`src/rtl/us_ip_pkg.sv`:
```
// Shared IP transmit definitions: protocol numbers, arbiter state encoding and
// the skid-buffer payload width helper.
package us_ip_pkg;

  localparam logic [7:0] IP_PROTO_ICMP = 8'h01;
  localparam logic [7:0] IP_PROTO_UDP  = 8'h11;

  typedef enum logic {
    ST_IDLE = 1'b0,
    ST_XFER = 1'b1
  } arb_state_e;

  // tdata + tkeep + tlast + protocol + channel index
  function automatic int tx_pld_w(input int data_w, input int num_ch);
    return data_w + data_w / 8 + 1 + 8 + $clog2(num_ch);
  endfunction

endpackage

```
`src/rtl/us_axis_skid_buf.sv`:
```
// Two-entry AXI-stream skid buffer: registered output stage plus one overflow
// slot, so in_ready depends only on local state.
module us_axis_skid_buf #(
  parameter int W = 8
) (
  input  logic         tx_axis_aclk,
  input  logic         tx_axis_aresetn,
  input  logic         in_valid,
  output logic         in_ready,
  input  logic [W-1:0] in_data,
  output logic         out_valid,
  input  logic         out_ready,
  output logic [W-1:0] out_data
);

  logic         skid_vld;
  logic [W-1:0] skid_data;

  assign in_ready = ~skid_vld;

  always_ff @(posedge tx_axis_aclk or negedge tx_axis_aresetn) begin
    if (!tx_axis_aresetn) begin
      out_valid <= 1'b0;
      out_data  <= '0;
      skid_vld  <= 1'b0;
      skid_data <= '0;
    end else if (out_ready || !out_valid) begin
      // output stage free: refill from the overflow slot first to keep order
      if (skid_vld) begin
        out_valid <= 1'b1;
        out_data  <= skid_data;
        skid_vld  <= 1'b0;
      end else begin
        out_valid <= in_valid;
        if (in_valid) out_data <= in_data;
      end
    end else if (in_valid && !skid_vld) begin
      skid_vld  <= 1'b1;
      skid_data <= in_data;
    end
  end

endmodule

```
`src/rtl/us_ip_tx_arbiter.sv`:
```
// Packet-level arbiter merging NUM_CH upstream AXI streams onto one IP tx stream.
// Define US_IP_TX_RR_EN for round-robin arbitration; default is fixed priority.
module us_ip_tx_arbiter
  import us_ip_pkg::*;
#(
  parameter int                    NUM_CH   = 2,
  parameter int                    DATA_W   = 64,
  parameter logic [NUM_CH*8-1:0]   CH_PROTO = {IP_PROTO_ICMP, IP_PROTO_UDP}
) (
  input  logic                          tx_axis_aclk,
  input  logic                          tx_axis_aresetn,
  input  logic [NUM_CH*DATA_W-1:0]      ch_tx_axis_tdata,
  input  logic [NUM_CH*DATA_W/8-1:0]    ch_tx_axis_tkeep,
  input  logic [NUM_CH-1:0]             ch_tx_axis_tvalid,
  input  logic [NUM_CH-1:0]             ch_tx_axis_tlast,
  output logic [NUM_CH-1:0]             ch_tx_axis_tready,
  output logic [DATA_W-1:0]             ip_tx_axis_tdata,
  output logic [DATA_W/8-1:0]           ip_tx_axis_tkeep,
  output logic                          ip_tx_axis_tvalid,
  output logic                          ip_tx_axis_tlast,
  input  logic                          ip_tx_axis_tready,
  output logic [7:0]                    ip_send_type,
  output logic [$clog2(NUM_CH)-1:0]     ip_send_ch
);

  localparam int TKW = DATA_W / 8;
  localparam int CW  = $clog2(NUM_CH);
  localparam int PW  = tx_pld_w(DATA_W, NUM_CH);

  logic [NUM_CH-1:0][DATA_W-1:0] ch_data;
  logic [NUM_CH-1:0][TKW-1:0]    ch_keep;
  logic [NUM_CH-1:0][7:0]        ch_proto;

  assign ch_data  = ch_tx_axis_tdata;
  assign ch_keep  = ch_tx_axis_tkeep;
  assign ch_proto = CH_PROTO;

  arb_state_e    state, state_nxt;
  logic [CW-1:0] grant, grant_nxt, pick;
  logic          found;
  logic [CW-1:0] idx;
  logic          sk_in_valid, sk_in_ready, beat_acc;
  logic [PW-1:0] sk_in_data, sk_out_data;

`ifdef US_IP_TX_RR_EN
  logic [CW-1:0] rr_ptr, rr_ptr_nxt;
`endif

  // request search: fixed priority from 0, or round-robin from the pointer
  always_comb begin
    pick  = '0;
    found = 1'b0;
    idx   = '0;
    for (int i = 0; i < NUM_CH; i++) begin
`ifdef US_IP_TX_RR_EN
      idx = CW'((int'(rr_ptr) + i) % NUM_CH);
`else
      idx = CW'(i);
`endif
      if (!found && ch_tx_axis_tvalid[idx]) begin
        pick  = idx;
        found = 1'b1;
      end
    end
  end

  assign sk_in_valid = (state == ST_XFER) && ch_tx_axis_tvalid[grant];
  assign beat_acc    = sk_in_valid && sk_in_ready;
  assign sk_in_data  = {ch_data[grant], ch_keep[grant], ch_tx_axis_tlast[grant],
                        ch_proto[grant], grant};

  always_comb begin
    state_nxt = state;
    grant_nxt = grant;
`ifdef US_IP_TX_RR_EN
    rr_ptr_nxt = rr_ptr;
`endif
    case (state)
      ST_IDLE: begin
        if (|ch_tx_axis_tvalid) begin
          grant_nxt = pick;
          state_nxt = ST_XFER;
        end
      end
      ST_XFER: begin
        if (beat_acc && ch_tx_axis_tlast[grant]) begin
          state_nxt = ST_IDLE;
`ifdef US_IP_TX_RR_EN
          rr_ptr_nxt = (grant == CW'(NUM_CH - 1)) ? '0 : grant + 1'b1;
`endif
        end
      end
      default: state_nxt = ST_IDLE;
    endcase
  end

  always_ff @(posedge tx_axis_aclk or negedge tx_axis_aresetn) begin
    if (!tx_axis_aresetn) begin
      state <= ST_IDLE;
      grant <= '0;
`ifdef US_IP_TX_RR_EN
      rr_ptr <= '0;
`endif
    end else begin
      state <= state_nxt;
      grant <= grant_nxt;
`ifdef US_IP_TX_RR_EN
      rr_ptr <= rr_ptr_nxt;
`endif
    end
  end

  // ready comes from registered state only, never from ip_tx_axis_tready
  for (genvar gi = 0; gi < NUM_CH; gi++) begin : g_rdy
    assign ch_tx_axis_tready[gi] = (state == ST_XFER) && (grant == CW'(gi)) && sk_in_ready;
  end

  us_axis_skid_buf #(.W(PW)) u_skid (
    .tx_axis_aclk    (tx_axis_aclk),
    .tx_axis_aresetn (tx_axis_aresetn),
    .in_valid        (sk_in_valid),
    .in_ready        (sk_in_ready),
    .in_data         (sk_in_data),
    .out_valid       (ip_tx_axis_tvalid),
    .out_ready       (ip_tx_axis_tready),
    .out_data        (sk_out_data)
  );

  assign {ip_tx_axis_tdata, ip_tx_axis_tkeep, ip_tx_axis_tlast, ip_send_type, ip_send_ch} = sk_out_data;

endmodule
```
`config.mk`:
```
export PLATFORM = sky130hd
export DESIGN_NAME = us_ip_tx_arbiter
export DESIGN_NICKNAME = d
export VERILOG_FILES = /design/src/rtl/us_ip_pkg.sv /design/src/rtl/us_axis_skid_buf.sv /design/src/rtl/us_ip_tx_arbiter.sv
export SDC_FILE = /design/constraint.sdc
export NUM_CORES = 1
export LEC_CHECK = 0
export ABC_AREA = 0
export BUFFER_PORTS_ARGS = -buffer_cell sky130_fd_sc_hd__buf_4
export CORE_MARGIN = 1
export CORE_UTILIZATION = 36
export DETAILED_ROUTE_END_ITERATION = 7
export GPL_ROUTABILITY_DRIVEN = 0
export HOLD_SLACK_MARGIN = 0.15
export PLACE_DENSITY_LB_ADDON = 0.25
export SLEW_MARGIN = 0
export SYNTH_ARGS = -nofsm -noshare
export SYNTH_HDL_FRONTEND = slang
export SYNTH_SLANG_ARGS = --single-unit
```
`constraint.sdc`:
```
create_clock -name tx_axis_aclk -period 1.6 [get_ports tx_axis_aclk]
set_input_delay 0.32 -clock tx_axis_aclk [delete_from_list [all_inputs] [get_ports tx_axis_aclk]]
set_output_delay 0.32 -clock tx_axis_aclk [all_outputs]
set_load 0.1 [all_outputs]
```
== After elaboration in Yosys (flattened, before gate mapping) ==
Index checks and enable logic that the tools add are counted.

* Bits of input ports: 151
* Output and inout port bits: 85
* Register bits after elaboration: 168

* Muxes and demuxes: 20
* Reduce and logical (&&, ||, !) cells: 19
* Bitwise gates (word level): 4
* $lt $le $gt $ge: 1

{| class="wikitable"
|+ Operators by type and width
! operator !! count
|-
| two-way mux 82 bit || 2
|-
| two-way mux 64 bit || 2
|-
| two-way mux 8 bit || 3
|-
| two-way mux 1 bit || 11
|-
| logical AND 1 bit || 9
|-
| AND reduction 2 bit || 3
|-
| two-way mux 5 bit || 1
|-
| inverter 1 bit || 4
|-
| nonzero test 2 bit || 2
|-
| zero test 1 bit || 3
|-
| < comparator 1 x 2 -> 1 bit, second input constant || 1
|-
| one-hot mux 1 bit (2 select lines) || 1
|-
| OR reduction 2 bit || 1
|-
| logical OR 1 bit || 1
|}

== Depth between registers and ports, before layout ==
* Depth after elaboration: 7
* Gate-level depth with buffers: 7

== Cells and area by module ==
A second synthesis with hierarchy kept.

* Cell total of the unflattened synthesis: 543
* Area, all modules: 8574.5 µm²

{| class="wikitable"
|+ Modules (own cells, without submodules)
! module !! seq. area each (µm²) !! cells each !! area each (µm²) !! times used
|-
| us_axis_skid_buf || 4154.0 || 446 || 7561.0 || 1
|-
| us_ip_tx_arbiter || 50.0 || 97 || 1013.5 || 1
|}

== Worst setup path before layout ==
Ideal clock, no wire load.

* Path type: register to output
* Start: reg grant
* End: out ch_tx_axis_tready[1]
* Data arrival time: 2.251 ns
* Required time: 1.280 ns
* Slack: -0.971 ns
* Stages on the path, launching flop included: 6
* Buffers on the path: 3
* Cell sequence: dfrtp_1 buf_6 buf_2 buf_2 inv_1 nor2_1

* Word-level cells in the longest chain between the ends: 2

{| class="wikitable"
|+ Ends and longest elaborated chain
! what !! line !! RTL
|-
| start: declaration || us_ip_tx_arbiter.sv:39 || <nowiki>logic [CW-1:0] grant, grant_nxt, pick;</nowiki>
|-
| start signal: assignment || us_ip_tx_arbiter.sv:106 || <nowiki>grant <= grant_nxt;</nowiki>
|-
| logical AND 1 bit (2 in series) || us_ip_tx_arbiter.sv:115 || <nowiki>assign ch_tx_axis_tready[gi] = (state == ST_XFER) && (grant == CW'(gi)) && sk_in_ready;</nowiki>
|-
| end: declaration || us_ip_tx_arbiter.sv:16 || <nowiki>output logic [NUM_CH-1:0] ch_tx_axis_tready,</nowiki>
|}

No other way between the ends.

== Final worst setup path ==
* Start: reg grant
* End: reg u_skid.out_data[31]

* Word-level cells in the longest chain between the ends: 5
* Elaborated cells on any way between the ends: 9
* Those cells by class: mux: 6; reduce/logical: 3

{| class="wikitable"
|+ Ends and longest elaborated chain
! what !! line !! RTL
|-
| two-way mux 1 bit (not written as such) (2 in series) || us_ip_tx_arbiter.sv:67 || <nowiki>assign sk_in_valid = (state == ST_XFER) && ch_tx_axis_tvalid[grant];</nowiki>
|-
| logical AND 1 bit || us_ip_tx_arbiter.sv:67 ||
|-
| nonzero test 2 bit (no source line) || n/a ||
|-
| AND reduction 2 bit (no source line) || n/a ||
|-
| end signal: assignment || us_axis_skid_buf.sv:31 || <nowiki>out_data <= skid_data;</nowiki>
|-
| end signal: assignment || us_axis_skid_buf.sv:35 || <nowiki>if (in_valid) out_data <= in_data;</nowiki>
|-
| end: declaration || us_axis_skid_buf.sv:13 || <nowiki>output logic [W-1:0] out_data</nowiki>
|}

Several ways; a longest one is shown, not always the timed one. The select of a mux whose other input is x is not followed.
A chain may end at the register's enable or synchronous reset.

==> results_dict.tcl <==
set metrics [dict create \
    status "finished with violations" \
    violations "setup timing" \
    antenna_found_initial 0 \
    clk_latency_ns 0.42 \
    totalWireLength_um 20600 \
    ant_nets 0 \
    drv_slew 0 \
    worstPathRequired_ns 1.90 \
    hold_violations 0 \
    synthToLayoutAreaGrowth_pct 59.0 \
    num_io_pins 236 \
    std_cell_rows 53 \
    vias_per_cell 4.79 \
    use_met3_pct 4.68 \
    ys_types 22 \
    setup_ws_ns -0.285 \
    setup_viol 153 \
    initial_core_util_pct 36.8 \
    hpwl_um 12100 \
    grt_use_met1_pct 24.6 \
    synth_top_area_cell "dfrtp_1" \
    fillers 1742 \
    layout_worst_path_cycle_share_pct 118 \
    n_antenna_cell 0 \
    cts_sinks 156 \
    netlist_area_mm2 0.00779 \
    worstPathArrival_ns 2.18 \
    grt_usage_pct 18.0 \
    firstDrtPassIters 4 \
    cp_max_fo 8 \
    ctsHtreeMaxLevel 4 \
    grt_use_met2_pct 28.4 \
    synthCells 606 \
    finalCriticalPeriod_ns 1.89 \
    grt_overflow_total 0 \
    nNetsFinal 1051 \
    drv_cap 0 \
    drc_errors 0 \
    synth_warnings 0 \
    grt_pass1_vias 5614 \
    ys_top_cells_by_area "dfrtp_1 (50%), mux2_2 (18%), mux2i_1 (11%)" \
    critical_path_class "register to register" \
    die_h_um 149 \
    syn_avg_cell_area_um2 12.9 \
    grt_max_degree 40 \
    crit_path_end_kind "register" \
    drt_iter0_drc 145 \
    max_freq_mhz 530 \
    startpoint_type "register" \
    cts_buffer_depth 2 \
    drive_above_1_share_pct 67.9 \
    top_usage_layer "met2" \
    rsz0062_at_grt "true" \
    utilization_pct 58.6 \
    die_area_mm2 0.0222 \
    numPortBuffers 229 \
    core_area_mm2 0.0212 \
    grt_pass1_wl_um 30300 \
    dpl_cell_area_mm2 0.0101 \
    cts_made_buffers 17 \
    avgRoutedWirePerCell_um 17.3 \
    skew_ns 0.00891 \
    yosysTopAreaCellShare_pct 50.1 \
    design_area_mm2 0.0124 \
    num_vias 5690 \
    ys_ff_latch 156 \
    root_buffer "clkbuf_16" \
    die_w_um 149 \
    cts_tree "yes" \
    clk_pin_slew_ns 0.06 \
    hold_class "input port to register" \
    ys_seq_area_share_pct 50.1 \
]
layout by cell type (no fill, tap or decap), types with 3 or more instances in the layout:
| cell type | netlist | routed |
|---|---|---|
| conb_1 | 1 | 6 |
| clkbuf_16 | 0 | 23 |
| nand2_1 | 4 | 3 |
| buf_4 | 6 | 254 |
| mux2i_1 | 82 | 74 |
| a21oi_2 | 0 | 37 |
| a21oi_1 | 46 | 9 |
| dfrtp_1 | 156 | 153 |
| inv_1 | 43 | 42 |
| buf_12 | 0 | 27 |
| dfrtp_4 | 0 | 3 |
| nor2_2 | 1 | 5 |
| mux2i_2 | 0 | 4 |
| buf_8 | 0 | 3 |
| mux2_2 | 123 | 65 |
| clkinv_4 | 0 | 4 |
| nor2_4 | 0 | 41 |
| bufinv_16 | 0 | 3 |
| buf_16 | 0 | 9 |
| mux2_4 | 50 | 108 |
| buf_6 | 7 | 12 |
| mux2i_4 | 1 | 5 |
| inv_6 | 0 | 4 |
layout make-up:
| type | instances | area, um^2 | area share (%) |
|---|---|---|---|
| flip-flops and latches | 156 | 3920 | 31.6 |
| well taps | 275 | 344 | 2.78 |
| repair buffers | 313 | 3070 | 24.8 |
| inverters | 43 | 166 | 1.34 |
| clock buffers | 19 | 453 | 3.65 |
| multi-input cells | 369 | 4270 | 34.4 |
| clock inverters | 13 | 179 | 1.44 |
registers in the layout, indices dropped and copies added (netlist names):
register,count
u_skid.out_valid,1
state,1
u_skid.skid_vld,1
grant,1
u_skid.skid_data,76
u_skid.out_data,76
Yosys cell counts:
master / number
mux2_2: 123
o21ai_0: 2
nor3_4: 1
buf_4: 6
nor2_2: 1
o21a_1: 1
nor2_1: 47
a21oi_1: 46
inv_1: 43
mux2_4: 50
clkbuf_1: 14
conb_1: 1
buf_6: 7
nand2_1: 4
dfrtp_1: 156
nand2b_1: 2
mux2i_4: 1
buf_2: 16
or2_2: 1
buf_1: 1
nor3_1: 1
mux2i_1: 82
routing by layer:
metal	wire, um	up-vias
met5	0	-
met4	142	0
met3	1180	11
met2	9730	169
met1	9510	2835
li1	-	2675
final timing paths:
kind	start	to	slack, ns	cells past startpoint
worst max-delay path	grant$_DFFE_PN0P_	u_skid.out_data[31]$_DFFE_PN0P_	-0.29	7
min in group asynchronous	tx_axis_aresetn	u_skid.out_data[22]$_DFFE_PN0P_	0.35	2
max in group asynchronous	tx_axis_aresetn	u_skid.out_data[73]$_DFFE_PN0P_	0.69	3
worst min register to register	u_skid.skid_data[1]$_DFFE_PN0P_	u_skid.skid_data[1]$_DFFE_PN0P_	0.50	1
worst min-delay path	ch_tx_axis_tvalid[0]	grant$_DFFE_PN0P_	0.21	3
worst max register to register	grant$_DFFE_PN0P_	u_skid.out_data[31]$_DFFE_PN0P_	-0.29	7
metrics by stage:
stage | hold WS [ns] | setup TNS [ns] | instances | setup slack, ns
final | 0.206 | -31.60 | 1188 | -0.285
after global routing | 0.196 | -39.17 | 1188 | -0.329
after CTS | 0.184 | -32.58 | 1174 | -0.284
after detailed placement | 0.243 | -17.00 | 1114 | -0.194
after global placement | 0.246 | -14.31 | 1114 | -0.191
after floorplan | 0.0244 | -11.58 | 611 | -0.128
critical path, cell delays in order, from the launching register on:
cell and delay, ns:
dfrtp_4 0.51, buf_6 0.13, mux2i_4 0.23, nor2_4 0.06
o21a_4 0.26, buf_12 0.14, buf_16 0.14, mux2_4 0.29
what timing repair did:
action                                  in CTS  in global routing
hold endpoints to repair                    83                  0
gates resized for setup                     91                160
setup buffers                               15                 14
endpoints found under the setup margin     150                155
hold buffers                                 1                  0
pin swaps                                    1                  5
cloned                                      12                  7
cell families (layout without fill, tap and decap cells):
kind of cell	count (synthesis)	count (layout)	share of synthesized area (%)
other	1	6	0.0481
AND/OR/NAND/NOR	57	57	3.05
buffers and inverters	87	388	5.41
multiplexers	256	256	38.2
flip-flops	156	156	50.1
AO/OA/AOI/OAI	49	50	3.18
Power is left out: the tool's default activity adds up to more than one toggle a clock period on the data nets, which glitch-free logic cannot reach.
